`config.mk`:
```
export PLATFORM = sky130hd
export DESIGN_NAME = can_cpu_regif
export DESIGN_NICKNAME = d
export VERILOG_FILES = /design/src/rtl/can_cpu_regif.sv
export SDC_FILE = /design/constraint.sdc
export NUM_CORES = 1
export LEC_CHECK = 0
export BUFFER_PORTS_ARGS = -buffer_cell sky130_fd_sc_hd__buf_2
export CAP_MARGIN = 15
export CORE_MARGIN = 4
export CORE_UTILIZATION = 54
export DETAILED_ROUTE_END_ITERATION = 12
export GPL_TIMING_DRIVEN = 0
export PLACE_DENSITY = 0.76
export SYNTH_ARGS = -nofsm -noshare
export SYNTH_HDL_FRONTEND = slang
export SYNTH_SLANG_ARGS = --single-unit
```
`constraint.sdc`:
```
create_clock -name sysclk -period 4.6 [get_ports sysclk]
set_clock_uncertainty 0.2 [all_clocks]
set_input_delay 0.23 -clock sysclk [delete_from_list [all_inputs] [get_ports sysclk]]
set_output_delay 0.23 -clock sysclk [all_outputs]
set_load 0.05 [all_outputs]
```
`src/rtl/can_cpu_regif.sv`:
```
// CAN controller register target: config registers, TX/RX word FIFOs, interrupt.
// Responds one cycle after cs is sampled; a held cs is parked in REL until released.
module can_cpu_regif #(
  parameter int TXF_AW = 4,
  parameter int RXF_AW = 4
) (
  input  logic        sysclk,
  input  logic        ponrst_n,
  input  logic        cpu_cs,
  input  logic        cpu_read,
  input  logic        cpu_write,
  input  logic [31:0] cpu_addr,
  input  logic [31:0] cpu_wdat,
  output logic [31:0] cpu_rdat,
  output logic        cpu_ack,
  output logic        cpu_err,
  output logic [31:0] cfg_brp,
  output logic [31:0] cfg_btn,
  output logic [31:0] cfg_btd,
  output logic [31:0] cfg_ie,
  output logic [31:0] cfg_rb,
  output logic [31:0] cfg_tb,
  output logic [31:0] cfg_thb,
  output logic [31:0] cfg_af1,
  output logic [31:0] cfg_af2,
  output logic        cmd_start,
  input  logic        tx_rd,
  output logic [31:0] tx_dout,
  output logic        tx_empty,
  input  logic        rx_wr,
  input  logic [31:0] rx_din,
  output logic        rx_full,
  output logic        int_o
);

  localparam int TXD = 1 << TXF_AW;
  localparam int RXD = 1 << RXF_AW;

  localparam logic [31:0] A_STATUS = 32'h000;
  localparam logic [31:0] A_CMD    = 32'h004;
  localparam logic [31:0] A_BRP    = 32'h008;
  localparam logic [31:0] A_BTN    = 32'h00C;
  localparam logic [31:0] A_BTD    = 32'h010;
  localparam logic [31:0] A_IE     = 32'h024;
  localparam logic [31:0] A_RB     = 32'h040;
  localparam logic [31:0] A_TB     = 32'h044;
  localparam logic [31:0] A_THB    = 32'h048;
  localparam logic [31:0] A_AF1    = 32'h100;
  localparam logic [31:0] A_AF2    = 32'h104;
  localparam logic [31:0] A_RXD    = 32'h200;
  localparam logic [31:0] A_TXD    = 32'h204;

  typedef enum logic [1:0] {IDLE, RESP, REL} state_t;
  state_t state;

  logic [31:0]       tx_mem [TXD];
  logic [TXF_AW-1:0] tx_wp, tx_rp;
  logic [TXF_AW:0]   tx_cnt;
  logic [31:0]       rx_mem [RXD];
  logic [RXF_AW-1:0] rx_wp, rx_rp;
  logic [RXF_AW:0]   rx_cnt;
  logic              rx_ovf;
  logic              tx_full, rx_empty;

  assign tx_full  = (tx_cnt == (TXF_AW+1)'(TXD));
  assign tx_empty = (tx_cnt == '0);
  assign rx_full  = (rx_cnt == (RXF_AW+1)'(RXD));
  assign rx_empty = (rx_cnt == '0);
  assign tx_dout  = tx_mem[tx_rp];

  // Address decode and legality check; only meaningful while IDLE with cs high.
  logic        hit, rd_ok, wr_ok, acc_err;
  logic [31:0] rd_val;
  always_comb begin
    hit    = 1'b1;
    rd_ok  = 1'b1;
    wr_ok  = 1'b1;
    rd_val = '0;
    case (cpu_addr)
      A_STATUS: begin
        wr_ok  = 1'b0;
        rd_val = {13'b0, rx_ovf, rx_empty, tx_full, 8'(rx_cnt), 8'(tx_cnt)};
      end
      A_CMD:    rd_val = '0;
      A_BRP:    rd_val = cfg_brp;
      A_BTN:    rd_val = cfg_btn;
      A_BTD:    rd_val = cfg_btd;
      A_IE:     rd_val = cfg_ie;
      A_RB:     rd_val = cfg_rb;
      A_TB:     rd_val = cfg_tb;
      A_THB:    rd_val = cfg_thb;
      A_AF1:    rd_val = cfg_af1;
      A_AF2:    rd_val = cfg_af2;
      A_RXD: begin
        wr_ok  = 1'b0;
        rd_ok  = !rx_empty;
        rd_val = rx_empty ? 32'h0 : rx_mem[rx_rp];
      end
      A_TXD: begin
        rd_ok = 1'b0;
        wr_ok = !tx_full;
      end
      default:  hit = 1'b0;
    endcase
    acc_err = (cpu_read == cpu_write) || (cpu_addr[1:0] != 2'b00) || !hit ||
              (cpu_read && !rd_ok) || (cpu_write && !wr_ok);
  end

  logic accept, do_wr, do_rd;
  assign accept = (state == IDLE) && cpu_cs && !acc_err;
  assign do_wr  = accept && cpu_write;
  assign do_rd  = accept && cpu_read;

  logic wr_cmd, tx_flush, rx_flush, ovf_clr;
  logic tx_push, tx_pop, rx_push, rx_pop, ovf_set;
  assign wr_cmd   = do_wr && (cpu_addr == A_CMD);
  assign tx_flush = wr_cmd && cpu_wdat[1];
  assign rx_flush = wr_cmd && cpu_wdat[2];
  assign ovf_clr  = wr_cmd && cpu_wdat[3];
  assign tx_push  = do_wr && (cpu_addr == A_TXD);
  assign tx_pop   = tx_rd && !tx_empty && !tx_flush;
  assign rx_pop   = do_rd && (cpu_addr == A_RXD);
  // A pop in the same cycle frees the slot, so a push to a full RX FIFO is still taken.
  assign rx_push  = rx_wr && !rx_flush && (!rx_full || rx_pop);
  assign ovf_set  = rx_wr && !rx_flush && rx_full && !rx_pop;

  always_ff @(posedge sysclk or negedge ponrst_n) begin
    if (!ponrst_n) begin
      state     <= IDLE;
      cpu_ack   <= 1'b0;
      cpu_err   <= 1'b0;
      cpu_rdat  <= '0;
      cmd_start <= 1'b0;
    end else begin
      cpu_ack   <= 1'b0;
      cpu_err   <= 1'b0;
      cpu_rdat  <= '0;
      cmd_start <= 1'b0;
      case (state)
        IDLE: if (cpu_cs) begin
          state     <= RESP;
          cpu_ack   <= !acc_err;
          cpu_err   <= acc_err;
          cpu_rdat  <= do_rd ? rd_val : 32'h0;
          cmd_start <= wr_cmd && cpu_wdat[0];
        end
        RESP:    state <= REL;
        REL:     if (!cpu_cs) state <= IDLE;
        default: state <= IDLE;
      endcase
    end
  end

  always_ff @(posedge sysclk or negedge ponrst_n) begin
    if (!ponrst_n) begin
      cfg_brp <= '0; cfg_btn <= '0; cfg_btd <= '0;
      cfg_ie  <= '0; cfg_rb  <= '0; cfg_tb  <= '0;
      cfg_thb <= '0; cfg_af1 <= '0; cfg_af2 <= '0;
    end else if (do_wr) begin
      case (cpu_addr)
        A_BRP:   cfg_brp <= cpu_wdat;
        A_BTN:   cfg_btn <= cpu_wdat;
        A_BTD:   cfg_btd <= cpu_wdat;
        A_IE:    cfg_ie  <= cpu_wdat;
        A_RB:    cfg_rb  <= cpu_wdat;
        A_TB:    cfg_tb  <= cpu_wdat;
        A_THB:   cfg_thb <= cpu_wdat;
        A_AF1:   cfg_af1 <= cpu_wdat;
        A_AF2:   cfg_af2 <= cpu_wdat;
        default: ;
      endcase
    end
  end

  always_ff @(posedge sysclk) begin
    if (tx_push) tx_mem[tx_wp] <= cpu_wdat;
    if (rx_push) rx_mem[rx_wp] <= rx_din;
  end

  always_ff @(posedge sysclk or negedge ponrst_n) begin
    if (!ponrst_n) begin
      tx_wp <= '0; tx_rp <= '0; tx_cnt <= '0;
      rx_wp <= '0; rx_rp <= '0; rx_cnt <= '0;
      rx_ovf <= 1'b0;
      int_o  <= 1'b0;
    end else begin
      if (tx_flush) begin
        tx_wp <= '0; tx_rp <= '0; tx_cnt <= '0;
      end else begin
        if (tx_push) tx_wp <= tx_wp + TXF_AW'(1);
        if (tx_pop)  tx_rp <= tx_rp + TXF_AW'(1);
        case ({tx_push, tx_pop})
          2'b10:   tx_cnt <= tx_cnt + (TXF_AW+1)'(1);
          2'b01:   tx_cnt <= tx_cnt - (TXF_AW+1)'(1);
          default: ;
        endcase
      end
      if (rx_flush) begin
        rx_wp <= '0; rx_rp <= '0; rx_cnt <= '0;
      end else begin
        if (rx_push) rx_wp <= rx_wp + RXF_AW'(1);
        if (rx_pop)  rx_rp <= rx_rp + RXF_AW'(1);
        case ({rx_push, rx_pop})
          2'b10:   rx_cnt <= rx_cnt + (RXF_AW+1)'(1);
          2'b01:   rx_cnt <= rx_cnt - (RXF_AW+1)'(1);
          default: ;
        endcase
      end
      if (ovf_set)      rx_ovf <= 1'b1;
      else if (ovf_clr) rx_ovf <= 1'b0;
      int_o <= (cfg_ie[0] && !rx_empty) || (cfg_ie[1] && tx_empty) || (cfg_ie[2] && rx_ovf);
    end
  end

endmodule

```
==> key figures, run 1 <==
Setup path
  – Reg-to-Reg End: cpu_rdat[22]
  – Reg2reg path depth: 8
  – RR Startpoint: rx_rp[1]
  – CP Data Required Time: 5010 ps
  – FF-to-FF setup slack: 190 ps
  – Critical path peak fanout: 10
  – Crit Path Category: register to register
  – Worst EP arrival: 4820 ps
  – Worst setup SP type: register
  – CP endpoint kind: register

Global routing
  – Vias in the first global route: 34100
  – Gr ovfl total: 0
  – Largest net degree at the start of global routing: 116
  – Global-route wire length before repair: 249 mm
  – Tot GR Track Use: 32.9%
  – Initial antenna violation count: 18

STA
  – Highest Clock Rate: 0.227 GHz
  – Finish-stage setup viols: 0
  – Hold_ws: 38.7 ps
  – Period utilization: 95.9%
  – Final hold violations: 0
  – Max transition margin: 6.83%
  – Final WS setup: 191 ps
  – Worst-Margin Slew: 1400 ps
  – Final critical-path required period: 4410 ps
  – RSZ-0062 raised after global routing: false
  – Final max-slew violation count: 0
  – TNS Setup: 0 ps

Clock tree
  – Clock Tree Buf Depth: 3
  – Root Driver: clkbuf_16
  – Clk slew on worst S/H paths: 60 ps
  – # H-tree levels: 4
  – Clock sink count: 1377
  – Clock buffer count from CTS: 138
  – CTS tree: yes
  – Worst skew pair latency: 750 ps
  – Post-CTS Repair Setup Buffers: 0

Floorplan
  – Initial Utilization: 54.6%
  – Die footprint: 107000 um^2
  – Core Area: 100000 um^2
  – I/O pin cnt: 461
  – Die Span Y: 327 um
  – Cell row count: 116
  – Die Span X: 327 um

Logic synthesis
  – Netlist cell types: 71
  – Yosys warning count: 0
  – Syn Nets: 3177
  – Number of synthesized register bits: 1377
  – Synth async-reset ratio: 25.6%
  – Syn avg cell area: 17.9 um^2
  – Sequential area share after synthesis: 72.2%
  – Cells after Synth: 3057
  – Post-synth EDFFs: 1024
  – Commonest register cell after synthesis: edfxtp_1
  – Mapped Area: 54800 um^2

Place
  – Placed Cells: 4926
  – Post-DP HPWL: 122 mm
  – Port Buffers: 457
  – Pre-CTS WS: 18.1 ps
  – Placed inst area: 60000 um^2
  – Placer Congestion: 0.926

Worst hold path
  – Hold endpoint: cmd_start
  – Hold Path Class: input pin to register
  – Hold depth: 6
  – Worst hold start: cpu_addr[31]

Drt
  – Initial detailed-routing violation count: 4768
  – Final WL: 177 mm
  – Via density per instance: 6.53
  – Routed len/inst: 33.6 um
  – Via count: 34500
  – # DRC: 0
  – DRT Pass-1 Iters: 8
  – Routed Antenna Nets: 0

Finish
  – Fill count: 6816
  – Most frequent cells in the layout: edfxtp_1, buf_2, dfrtp_1
  – Synth-to-layout area growth: 19.5%
  – Register area: 39600 um^2
  – Final Net Count: 3919
  – Layout cells sized above 1: 33.0%
  – Fin cells: 5280
  – Design area: 65600 um^2
  – Most common cell after layout, fill and taps aside: edfxtp_1
  – Multi-input logic area: 14500 um^2
  – Final design utilization: 65.3%

Power
  – LEAKAGE: 25.1 nW
  – Total chip power: 31.9 mW
  – Pwr dens: 486 nW/um^2
  – Peak VDD IR: 0.503 mV

Flow run
  – Max_cap viols: 0

Run status
  – Status: finished clean
## logic make-up after synthesis
logic type	synth area share, %
AO/OA/AOI/OAI	5.87
XOR/XNOR	0.381
adder cells (fa/ha/maj)	0.402
buffers and inverters	1.69
flip-flops	72.2
multiplexers	16.4
AND/OR/NAND/NOR	3.04
## final cells by class
class	instances	share of cell area, %
Sequential cell	1377	60.4
Multi-Input combinational cell	1458	22.1
Timing Repair Buffer	602	6.44
Clock buffer	192	5.99
Tap cell	1357	2.59
Buffer	192	1.28
Clock inverter	65	1.02
Inverter	30	0.172
Antenna cell	7	0.0267
## synth_stat cells, types with 18 or more instances
library cell | number | area [um^2]
o21ai_0 | 95 | 475
buf_2 | 38 | 190
mux2i_1 | 183 | 1830
nor3_1 | 19 | 95.1
nand2_1 | 117 | 439
edfxtp_1 | 1024 | 30700
clkbuf_1 | 116 | 435
mux4_2 | 161 | 3630
dfrtp_1 | 353 | 8830
and3_1 | 33 | 206
a221oi_1 | 95 | 832
a21oi_1 | 73 | 365
a222oi_1 | 75 | 751
inv_1 | 29 | 109
mux2_2 | 298 | 3360
buf_1 | 31 | 116
and2_1 | 18 | 113
a22oi_1 | 74 | 556
nor2_1 | 51 | 191
## report_power, final
group | internal [mW] | switching, mW
Sequential | 13.9 | 0.203
Combinational | 1.97 | 4.36
Clock | 6.71 | 4.71
Total | 22.6 | 9.27
## critical path, stage by stage, from the launching register on
cell and delay, ps:
dfrtp_1 360, clkbuf_1 360, clkbuf_1 1030, clkbuf_1 880, mux4_2 430, a22oi_1 200
nand2_1 280, a222oi_1 390, a21oi_1 120
## routing by layer
layer  vias to the layer above  wire length (um)  track usage [%]
li1                      13900                 -                -
met1                     17700             60800             41.1
met2                      2513             81400             50.1
met3                       430             26900             14.7
met4                        10              8260             14.3
met5                         -                71                0
## registers in the layout, indices dropped and copies added, names as in the netlist, 2 cells and up
name      cells
cfg_rb       32
cfg_btn      32
state         2
cfg_af1      32
tx_mem      512
rx_rp         4
cfg_brp      32
cfg_ie       32
rx_cnt        5
tx_rp         4
cfg_af2      32
cpu_rdat     32
tx_cnt        5
cfg_btd      32
rx_wp         4
tx_wp         4
cfg_thb      32
rx_mem      512
cfg_tb       32
## worst max-delay path by stage
stage                      start            to  slack, ps  cells after the start
finish                  rx_rp[1]  cpu_rdat[22]        190                      8
global route            tx_rp[0]    tx_dout[7]         90                      9
CTS                     tx_rp[0]    tx_dout[7]         20                      9
detailed placement  cpu_addr[11]   cpu_rdat[4]         20                     11
global placement        ponrst_n    cfg_ie[13]      -4170                      1
floorplan            cpu_addr[5]  rx_mem[4][0]       -420                      9
## timing repair
item                                    4_1_cts  5_1_grt
hold buffers                                 83        0
hold endpoints to repair                   1407        0
gates resized for setup                       6       12
endpoints found under the setup margin       28       23
Power figures use the tool's default switching activity.
==> run 2, diff against run 1 <==
- CELL_PAD_IN_SITES_DETAIL_PLACEMENT: not set -> 0
- CELL_PAD_IN_SITES_GLOBAL_PLACEMENT: not set -> 2
- CORE_UTILIZATION: 54 -> 41
- PLACE_DENSITY: 0.76 -> not set
- PLACE_DENSITY_LB_ADDON: not set -> 0.1
==> run 2 against run 1 <==
  * Core utilization shrank 15 points
  * Final cell count up 8.0%
  * Combinational power about the same
  * Maximum frequency down 0.42%
  * Power grew 0.23%
  * Sequential share of layout area decreased by 0.69 points
  * Worst hold slack improved by 40 ps
  * Highest routed layer is now met4
==> key figures, run 2 (synthesis results as in run 1) <==
Floorplan
  – Die footprint: 140000 um^2
  – Initial Utilization: 41.5%
  – I/O pin cnt: 461
  – Core Area: 132000 um^2
  – Cell row count: 133
  – Die Span X: 374 um
  – Die Span Y: 374 um

Finish
  – Most common cell after layout, fill and taps aside: edfxtp_1
  – Layout cells sized above 1: 32.9%
  – Multi-input logic area: 14500 um^2
  – Register area: 39600 um^2
  – Final Net Count: 3941
  – Synth-to-layout area growth: 20.9%
  – Fill count: 11200
  – Biggest regs: rx_mem x512, tx_mem x512
  – Most frequent cells in the layout: edfxtp_1, buf_2, dfrtp_1
  – Design area: 66300 um^2

Global routing
  – Global-route wire length before repair: 259 mm
  – GRT met2 Usage: 43.9%
  – Gr ovfl total: 0
  – GR Util met3: 8.14%
  – Initial antenna violation count: 15
  – Vias in the first global route: 33600
  – Met1 Track Usage GR: 32.9%
  – Tot GR Track Use: 26.4%
  – Most Crowded Layer GR: met2
  – Largest net degree at the start of global routing: 126

Place
  – Pre-CTS WS: -271 ps
  – Placed inst area: 60600 um^2
  – Placer Congestion: 0.873
  – Post-DP HPWL: 137 mm
  – Port Buffers: 457

Drt
  – Routed len/inst: 32.9 um
  – Via density per instance: 5.78
  – Via count: 33000
  – # DRC: 0
  – Final WL: 188 mm
  – Routed Antenna Nets: 0
  – Initial detailed-routing violation count: 3319
  – DRT Pass-1 Iters: 7

STA
  – Highest Clock Rate: 0.226 GHz
  – RSZ-0062 raised after global routing: false
  – Final WS setup: 172 ps
  – Max transition margin: 21.7%
  – Final max-slew violation count: 0
  – Final hold violations: 0
  – Finish-stage setup viols: 0
  – Hold_ws: 78.6 ps
  – TNS Setup: 0 ps
  – Final critical-path required period: 4430 ps
  – Period utilization: 96.3%
  – Worst-Margin Slew: 1170 ps

Setup path
  – Reg2reg path depth: 9
  – Reg-to-Reg End: cpu_rdat[20]
  – Most used cell, CP: clkbuf_1
  – CP Data Required Time: 4170 ps
  – CP endpoint kind: primary output
  – Worst path slowest cell: clkbuf_1
  – Critical path peak fanout: 10
  – RR Startpoint: rx_rp[0]
  – Worst EP arrival: 4000 ps
  – Worst setup SP type: register
  – FF-to-FF setup slack: 270 ps
  – Critical path cell sequence: clkbuf_1, clkbuf_1, clkbuf_2, clkdlybuf4s15_2, mux2i_1, a21oi_1, o21ai_0, nand2_1, buf_2
  – Crit Path Category: register to primary output
  – CP peak stage delay: 540 ps

Worst hold path
  – Hold endpoint: cmd_start
  – Worst hold start: cpu_addr[30]
  – Hold Path Class: input pin to register
  – Hold depth: 6

Clock tree
  – CTS tree: yes
  – Clock buffer count from CTS: 149
  – Clock Tree Buf Depth: 3
  – # H-tree levels: 4
  – Root Driver: clkbuf_16
  – Clock sink count: 1377
  – Clk slew on worst S/H paths: 50 ps
  – Worst skew pair latency: 790 ps

Power
  – LEAKAGE: 25.2 nW
  – Peak VDD IR: 0.418 mV
  – Pwr dens: 482 nW/um^2
  – Total chip power: 31.9 mW

Run status
  – Status: finished clean

Flow run
  – Max_cap viols: 0
run 2: how the worst max path moves through the flow:
stage	endpoint	slack [ps]	cells after the start	startpoint
6_report	tx_dout[19]	170	9	tx_rp[0]
4_1_cts	tx_dout[10]	10	9	tx_rp[0]
3_3_place_gp	rx_mem[6][15]	-4370	10	cpu_addr[13]
2_1_floorplan	rx_mem[4][0]	-420	9	cpu_addr[5]
5_1_grt	cpu_rdat[20]	20	9	rx_rp[0]
3_5_place_dp	cpu_rdat[20]	-270	8	rx_rp[1]
run 2: layer usage:
layer  wire length [um]  up-vias
li1                   -    13900
met1              71800    17500
met2              91800     1291
met3              17600      283
met4               6540        0
met5                  0        -
run 2: area by class of cell:
type / instances / share of cell area, %
Antenna cell: 8 / 0.0302
Clock inverter: 68 / 0.792
Inverter: 30 / 0.170
Sequential cell: 1377 / 59.7
Clock buffer: 204 / 6.27
Timing Repair Buffer: 613 / 6.58
Buffer: 192 / 1.32
Tap cell: 1755 / 3.31
Multi-Input combinational cell: 1458 / 21.8
run 2: worst max-delay path, delay by kind of cell (launching register included):
kind / cells / cell delay [ps]
AOI/OAI and AO/OA: 2 / 370
buffers and inverters: 5 / 2140
DFF: 1 / 350
muxes: 1 / 140
and+or+nand+nor: 1 / 240
run 2: stage by stage:
stage                     util (%)  cells
after floorplan                  -   3057
after global placement        44.9   5269
after detailed placement      45.8   5327
after CTS                     50.2   5696
after global routing          50.2   5698
final                         50.2   5705
run 2: power by group:
part | internal (mW) | switching (mW) | total (mW)
Sequential | 13.9 | 0.216 | 14.1
Clock | 6.66 | 4.85 | 11.5
Combinational | 2.01 | 4.29 | 6.30
Total | 22.6 | 9.35 | 31.9
run 2: timing repair:
action | 4_1_cts | 5_1_grt
hold endpoints to repair | 1432 | 0
pin swaps | 0 | 2
setup endpoints to repair | 30 | 13
setup buffers | 0 | 0
gates resized for setup | 20 | 11
hold buffers | 97 | 0
